## src/rtl/adc_capture_responder_if.sv

```systemverilog
// Trigger handshake and sample-memory write bus shared between the
// transmit-side trigger source, the ADC front end and the capture responder.
interface adc_capture_responder_if #(
   parameter int NUM_CH      = 8,
   parameter int SAMPLE_BITS = 12,
   parameter int ADDR_BITS   = 15
);
   logic                          itxADCTriggerLine;
   logic                          orxADCTriggerAck;
   logic [NUM_CH*SAMPLE_BITS-1:0] irxADCData;
   logic                          irxADCDataValid;
   logic [ADDR_BITS-1:0]          oSampleWriteAddr;
   logic [NUM_CH*SAMPLE_BITS-1:0] oSampleWriteData;
   logic                          oSampleWriteEn;

   modport slave (
      input  itxADCTriggerLine, irxADCData, irxADCDataValid,
      output orxADCTriggerAck, oSampleWriteAddr, oSampleWriteData, oSampleWriteEn
   );

   modport master (
      output itxADCTriggerLine, irxADCData, irxADCDataValid,
      input  orxADCTriggerAck, oSampleWriteAddr, oSampleWriteData, oSampleWriteEn
   );
endinterface

```

## src/rtl/adc_capture_responder.sv

```systemverilog
// Answers ADC trigger requests with a 4-phase ack, waits the programmed delay,
// then appends a fixed-length record of ADC words to sample memory.
module adc_capture_responder #(
   parameter int NUM_CH      = 8,
   parameter int SAMPLE_BITS = 12,
   parameter int ADDR_BITS   = 15,
   parameter int DELAY_BITS  = 16
) (
   input  logic                  rxCLK,
   input  logic                  rxRESETn,
   adc_capture_responder_if.slave bus,
   input  logic [7:0]            irxControlComms,
   input  logic [DELAY_BITS-1:0] irxCaptureDelay,
   input  logic [ADDR_BITS-1:0]  irxRecordLength,
   output logic [15:0]           orxTriggerCount,
   output logic                  orxBufferFull,
   output logic                  orxBusy
);
   localparam int DW = NUM_CH * SAMPLE_BITS;
   localparam logic [ADDR_BITS-1:0] PTR_MAX = '1;

   typedef enum logic [1:0] {WAIT_TRIG, DELAY, CAPTURE} state_t;

   state_t                state_q, state_d;
   logic                  ack_q, ack_d;
   logic [ADDR_BITS-1:0]  ptr_q, ptr_d;
   logic [ADDR_BITS-1:0]  rem_q, rem_d;
   logic [DELAY_BITS-1:0] dly_q, dly_d;
   logic [15:0]           cnt_q, cnt_d;
   logic                  full_q, full_d;
   logic                  we_q, we_d;
   logic [ADDR_BITS-1:0]  waddr_q, waddr_d;
   logic [DW-1:0]         wdata_q, wdata_d;

   logic arm;
   logic accept;

   assign arm    = (irxControlComms == 8'h01);
   assign accept = (state_q == WAIT_TRIG) && !ack_q && arm && bus.itxADCTriggerLine;

   always_ff @(posedge rxCLK or negedge rxRESETn) begin
      if (!rxRESETn) begin
         state_q <= WAIT_TRIG;
         ack_q   <= 1'b0;
         ptr_q   <= '0;
         rem_q   <= '0;
         dly_q   <= '0;
         cnt_q   <= '0;
         full_q  <= 1'b0;
         we_q    <= 1'b0;
         waddr_q <= '0;
         wdata_q <= '0;
      end else begin
         state_q <= state_d;
         ack_q   <= ack_d;
         ptr_q   <= ptr_d;
         rem_q   <= rem_d;
         dly_q   <= dly_d;
         cnt_q   <= cnt_d;
         full_q  <= full_d;
         we_q    <= we_d;
         waddr_q <= waddr_d;
         wdata_q <= wdata_d;
      end
   end

   always_comb begin
      state_d = state_q;
      ack_d   = ack_q;
      ptr_d   = ptr_q;
      rem_d   = rem_q;
      dly_d   = dly_q;
      cnt_d   = cnt_q;
      full_d  = full_q;
      we_d    = 1'b0;
      waddr_d = waddr_q;
      wdata_d = wdata_q;

      if (!arm) begin
         state_d = WAIT_TRIG;
         ack_d   = 1'b0;
         ptr_d   = '0;
         cnt_d   = '0;
         full_d  = 1'b0;
      end else begin
         if (ack_q && !bus.itxADCTriggerLine)
            ack_d = 1'b0;
         unique case (state_q)
            WAIT_TRIG: begin
               if (accept) begin
                  ack_d = 1'b1;
                  if (cnt_q != 16'hFFFF)
                     cnt_d = cnt_q + 16'd1;
                  // A full buffer still completes the handshake so the transmitter never stalls.
                  if (!full_q) begin
                     dly_d   = irxCaptureDelay;
                     rem_d   = irxRecordLength;
                     state_d = DELAY;
                  end
               end
            end
            DELAY: begin
               if (dly_q == '0)
                  state_d = CAPTURE;
               else
                  dly_d = dly_q - DELAY_BITS'(1);
            end
            CAPTURE: begin
               if (rem_q == '0) begin
                  state_d = WAIT_TRIG;
               end else if (bus.irxADCDataValid) begin
                  we_d    = 1'b1;
                  waddr_d = ptr_q;
                  wdata_d = bus.irxADCData;
                  rem_d   = rem_q - ADDR_BITS'(1);
                  // Last address: flag full, hold the pointer and end the record.
                  if (ptr_q == PTR_MAX) begin
                     full_d  = 1'b1;
                     state_d = WAIT_TRIG;
                  end else begin
                     ptr_d = ptr_q + ADDR_BITS'(1);
                     if (rem_q == ADDR_BITS'(1))
                        state_d = WAIT_TRIG;
                  end
               end
            end
            default: state_d = WAIT_TRIG;
         endcase
      end
   end

   assign bus.orxADCTriggerAck = ack_q;
   assign bus.oSampleWriteEn   = we_q;
   assign bus.oSampleWriteAddr = waddr_q;
   assign bus.oSampleWriteData = wdata_q;
   assign orxTriggerCount      = cnt_q;
   assign orxBufferFull        = full_q;
   assign orxBusy              = (state_q != WAIT_TRIG);
endmodule
```

## src/flat_wrapper.sv

```systemverilog
// flat-port wrapper written by rule: the top's interface ports become plain ports
module adc_capture_responder_flat 
#(
   parameter int NUM_CH      = 8,
   parameter int SAMPLE_BITS = 12,
   parameter int ADDR_BITS   = 15,
   parameter int DELAY_BITS  = 16
)
  (rxCLK, rxRESETn, irxControlComms, irxCaptureDelay, irxRecordLength, orxTriggerCount, orxBufferFull, orxBusy, bus_itxADCTriggerLine, bus_irxADCData, bus_irxADCDataValid, bus_orxADCTriggerAck, bus_oSampleWriteAddr, bus_oSampleWriteData, bus_oSampleWriteEn);
  adc_capture_responder_if #(.NUM_CH(NUM_CH), .SAMPLE_BITS(SAMPLE_BITS), .ADDR_BITS(ADDR_BITS)) bus_i ();
  input  logic rxCLK;
  input  logic rxRESETn;
  input  logic [7:0] irxControlComms;
  input  logic [DELAY_BITS-1:0] irxCaptureDelay;
  input  logic [ADDR_BITS-1:0] irxRecordLength;
  output logic [15:0] orxTriggerCount;
  output logic orxBufferFull;
  output logic orxBusy;
  input wire logic [$bits(bus_i.itxADCTriggerLine)-1:0] bus_itxADCTriggerLine;
  input wire logic [$bits(bus_i.irxADCData)-1:0] bus_irxADCData;
  input wire logic [$bits(bus_i.irxADCDataValid)-1:0] bus_irxADCDataValid;
  output wire logic [$bits(bus_i.orxADCTriggerAck)-1:0] bus_orxADCTriggerAck;
  output wire logic [$bits(bus_i.oSampleWriteAddr)-1:0] bus_oSampleWriteAddr;
  output wire logic [$bits(bus_i.oSampleWriteData)-1:0] bus_oSampleWriteData;
  output wire logic [$bits(bus_i.oSampleWriteEn)-1:0] bus_oSampleWriteEn;
  assign bus_i.itxADCTriggerLine = bus_itxADCTriggerLine;
  assign bus_i.irxADCData = bus_irxADCData;
  assign bus_i.irxADCDataValid = bus_irxADCDataValid;
  assign bus_orxADCTriggerAck = bus_i.orxADCTriggerAck;
  assign bus_oSampleWriteAddr = bus_i.oSampleWriteAddr;
  assign bus_oSampleWriteData = bus_i.oSampleWriteData;
  assign bus_oSampleWriteEn = bus_i.oSampleWriteEn;
  adc_capture_responder #(.NUM_CH(NUM_CH), .SAMPLE_BITS(SAMPLE_BITS), .ADDR_BITS(ADDR_BITS), .DELAY_BITS(DELAY_BITS)) u_core (.rxCLK(rxCLK), .rxRESETn(rxRESETn), .bus(bus_i), .irxControlComms(irxControlComms), .irxCaptureDelay(irxCaptureDelay), .irxRecordLength(irxRecordLength), .orxTriggerCount(orxTriggerCount), .orxBufferFull(orxBufferFull), .orxBusy(orxBusy));
endmodule
```

## config.mk

```make
export PLATFORM = sky130hd
export DESIGN_NAME = adc_capture_responder_flat
export DESIGN_NICKNAME = d
export VERILOG_FILES = /design/src/rtl/adc_capture_responder_if.sv /design/src/rtl/adc_capture_responder.sv /design/src/flat_wrapper.sv
export SDC_FILE = /design/constraint.sdc
export NUM_CORES = 1
export LEC_CHECK = 0
export ABC_AREA = 1
export CAP_MARGIN = 10
export CORE_ASPECT_RATIO = 1.25
export CORE_UTILIZATION = 47
export CTS_CLUSTER_SIZE = 25
export DETAILED_ROUTE_END_ITERATION = 16
export PLACE_DENSITY = 0.92
export SETUP_SLACK_MARGIN = 0.05
export SLEW_MARGIN = 10
export SYNTH_ARGS = -nofsm -noshare
export SYNTH_HDL_FRONTEND = slang
export SYNTH_SLANG_ARGS = --single-unit
```

## constraint.sdc

```tcl
create_clock -name rxCLK -period 2.1 [get_ports rxCLK]
set_input_delay 0.42 -clock rxCLK [delete_from_list [all_inputs] [get_ports rxCLK]]
set_output_delay 0.42 -clock rxCLK [all_outputs]
set_load 0.01 [all_outputs]
```

==> flow_summary.rst <==
.. list-table::
   :header-rows: 1

   * - Metric
     - Value
   * - Number of enable-type register cells in the synthesized netlist
     - 0
   * - Kind of capture point of the worst setup path
     - primary output
   * - Placed wire-length estimate
     - 17.83 mm
   * - Final total power
     - 6.859 mW
   * - Post-synth design cell area
     - 8469 µm²
   * - Vias in the first global route
     - 8038
   * - Portion of netlist area occupied by mux cells
     - 0.4727%
   * - Number of hold-slack violations in the final timing report
     - 0
   * - Die X
     - 122.1 µm
   * - Number of placement rows
     - 54
   * - Final hold slack
     - 480.5 ps
   * - Critical Path Start Type
     - flop
   * - Total detailed-routing wirelength
     - 24.50 mm
   * - Pins Over Slew Limit
     - 0
   * - Worst setup slack after layout
     - 117.8 ps
   * - Yosys warning count
     - 0
   * - Number of search-and-repair iterations in the first detailed-routing pass
     - 5
   * - Post-synthesis compound-gate area fraction
     - 7.298%
   * - Average size of a mapped cell
     - 7.835 µm²
   * - Xor and xnor area share after synthesis
     - 1.551%
   * - Routed length per instance
     - 15.18 µm
   * - Worst rel slew slack
     - 65.25%
   * - Leading area contributor after synthesis
     - dfrtp_1
   * - Most frequently used flop master after synthesis
     - dfrtp_1
   * - Number of distinct library cells after synthesis
     - 40
   * - Async set or reset register ratio after synthesis
     - 100.0%
   * - Antenna violations before repair
     - 0
   * - TritonCTS clock tree
     - yes
   * - Number of placed instances, taps included
     - 1577
   * - Peak ir drop on the vdd network
     - 0.5085 mV
   * - Maximum number of pins on one net before global-route repair
     - 83
   * - Global-route wire length before repair
     - 39.26 mm
   * - Simple-Gate Fraction of Synth Area
     - 31.38%
   * - Sequential fraction of the synthesis area
     - 52.59%
   * - Detailed-route vias per instance
     - 5.143
   * - Share of cells above drive strength 1
     - 7.626%
   * - Top cell type's share of synthesized area
     - 52.59%
   * - Outcome
     - complete, no violations
   * - Largest family of logic cells by synthesized area
     - simple AND/OR/NAND/NOR gates
   * - Crit path max fanout
     - 3
   * - Antenna diodes
     - 0
   * - Final Instance Area
     - 12270 µm²
   * - Number of buffers created by CTS
     - 17
   * - Clk sinks
     - 178
   * - Clock transition at the registers of the reported paths
     - 70 ps
   * - Number of flip-flops and latches in the synthesized netlist
     - 178
   * - Data required time at the worst endpoint
     - 1680 ps
   * - Largest cells by area after synthesis
     - dfrtp_1 53%, nand2_1 20%, o21ai_0 4.1%
   * - Area enclosed by the die boundary
     - 18560 µm²
   * - Detailed-route DRC error count
     - 0
   * - Library cell with the highest instance count after synthesis
     - nand2_1
   * - Fin crit period
     - 1982 ps
   * - Cell area after placement
     - 11650 µm²
   * - # nets final
     - 1522
   * - Starting Density
     - 48.21%
   * - Core area
     - 17570 µm²
   * - Type of the setup path with the least slack
     - flop to primary output
   * - Total setup violations reported at the end of the flow
     - 0
   * - Net count after synthesis
     - 1226
   * - DR vias
     - 8300
   * - Hold crit path type
     - flop to flop
   * - Total global-route track usage
     - 26.97%
   * - Number of DRC violations after detailed-routing iteration 0
     - 575
   * - Actual transition at the worst max-transition pin
     - 521.2 ps
   * - Static power due to leakage
     - 5.818 nW
   * - # H-tree levels
     - 4
   * - Signal arrival time at the worst endpoint
     - 1560 ps
   * - Input/output buffers
     - 269
   * - Post-Synthesis Cells
     - 1081
   * - Layout area overhead
     - 44.91%
   * - Pre-CTS worst setup slack
     - -167.3 ps
   * - Leading post-synthesis cells by instance count
     - 461 x nand2_1, 178 x dfrtp_1, 86 x nor2_1, 71 x inv_1, 70 x o21ai_0
   * - Clock root buffer
     - clkbuf_16
   * - Max Clk Rate
     - 0.5045 GHz
   * - Antenna Nets Post-Route
     - 0
   * - RSZ-0062 raised after global routing
     - true
   * - Total grt overflow
     - 0
   * - Post-synthesis share of cell area spent on full adders, half adders and majority gates
     - 0.8864%
   * - Aggregate negative setup slack
     - 0 ps
   * - CTS max path bufs
     - 2
   * - Total I/O pin count
     - 270
   * - Final Cycle Share
     - 94.39%
   * - Source-to-sink clock delay at the later pin of the worst-skew pair
     - 420 ps
   * - Placer's final routability congestion estimate
     - 0.9087
   * - Height of the die
     - 152.1 µm
   * - Power density of the placed cells
     - 558.9 nW/µm²
   * - Layout Cells excl Fill
     - 1614
   * - Worst clock skew
     - 9.685 ps
   * - Final core utilization
     - 69.86%
   * - Max-cap check violation count
     - 0
[power breakdown]
part	internal, mW	switching [mW]	leakage, nW	total [mW]
Clock	1.58	1.46	0.276	3.04
Combinational	0.255	0.136	3.11	0.391
Sequential	3.43	0.000322	2.43	3.43
[cell families (layout without fill, tap and decap cells)]
kind of cell | after synthesis | count (layout)
adder cells (fa/ha/maj) | 6 | 6
flip-flops | 178 | 178
multiplexers | 4 | 4
AND/OR/NAND/NOR | 651 | 651
buffers and inverters | 113 | 422
AO/OA/AOI/OAI | 114 | 114
XOR/XNOR | 15 | 15
[worst max-delay path, stage by stage (launching register included)]
cell	delay (ps)
dfrtp_1	450
nor2_4	170
inv_1	50
clkdlybuf4s50_1	470
[repair_timing]
action | CTS | global route
hold buffers | 1 | 0
endpoints found under the hold margin | 45 | 0
setup buffers | 1 | 3
endpoints found under the setup margin | 1 | 26
pin swaps | 1 | 2
cloned | 0 | 0
gates resized for setup | 0 | 4
[placed cells by master (no fill, tap or decap), types with 5 or more instances in the layout]
cell,count
clkdlybuf4s50_1,268
nand2_2,6
nor2_1,84
nand4_1,20
nor3_1,12
o21ai_0,70
clkinv_4,5
o31ai_1,5
nor2_2,5
o21ai_1,9
buf_4,34
buf_12,8
inv_1,71
xor2_1,12
clkbuf_16,17
nand3_1,48
nand2_1,461
ha_1,5
inv_2,5
dfrtp_1,178
a21oi_1,21
[state kept, by name, indices dropped and copies added (netlist names)]
signal and count:
u_core.bus.oSampleWriteData 96, u_core.dly_q 16, u_core.orxTriggerCount 16, u_core.bus.oSampleWriteAddr 15, u_core.ptr_q 15, u_core.rem_q 15, u_core.state_q 2, u_core.bus.oSampleWriteEn 1
u_core.bus.orxADCTriggerAck 1, u_core.orxBufferFull 1
[layer usage]
metal	wire, µm	up-vias	track usage (%)
met4	716	0	11.03
met5	0	-	0
met1	9414	3877	31.08
met2	12370	348	47.03
met3	2001	48	6.832
li1	-	4027	-
[layout make-up]
cell class	count	area, µm²
timing repair buffer	313	3147
multi-input combinational	790	3535
inverter	77	289.0
fill	1315	5294
sequential	178	4454
clock inverter	14	138.9
tap	224	280.3
clock buffer	18	429.2
[worst paths after layout]
check | end | start | slack, ps | cells after the start
worst max register to register | u_core.ptr_q[12] | u_core.rem_q[0] | 200 | 11
worst min register to register | u_core.bus.oSampleWriteData[16] | u_core.bus.oSampleWriteData[16] | 480 | 2
min in group asynchronous | u_core.orxTriggerCount[2] | rxRESETn | 510 | 2
worst min-delay path | u_core.bus.oSampleWriteData[16] | u_core.bus.oSampleWriteData[16] | 480 | 2
worst max-delay path | orxBusy | u_core.state_q[0] | 120 | 3
max in group asynchronous | u_core.bus.oSampleWriteData[73] | rxRESETn | 960 | 3
Note: power is estimated with default switching activity, not from simulation.
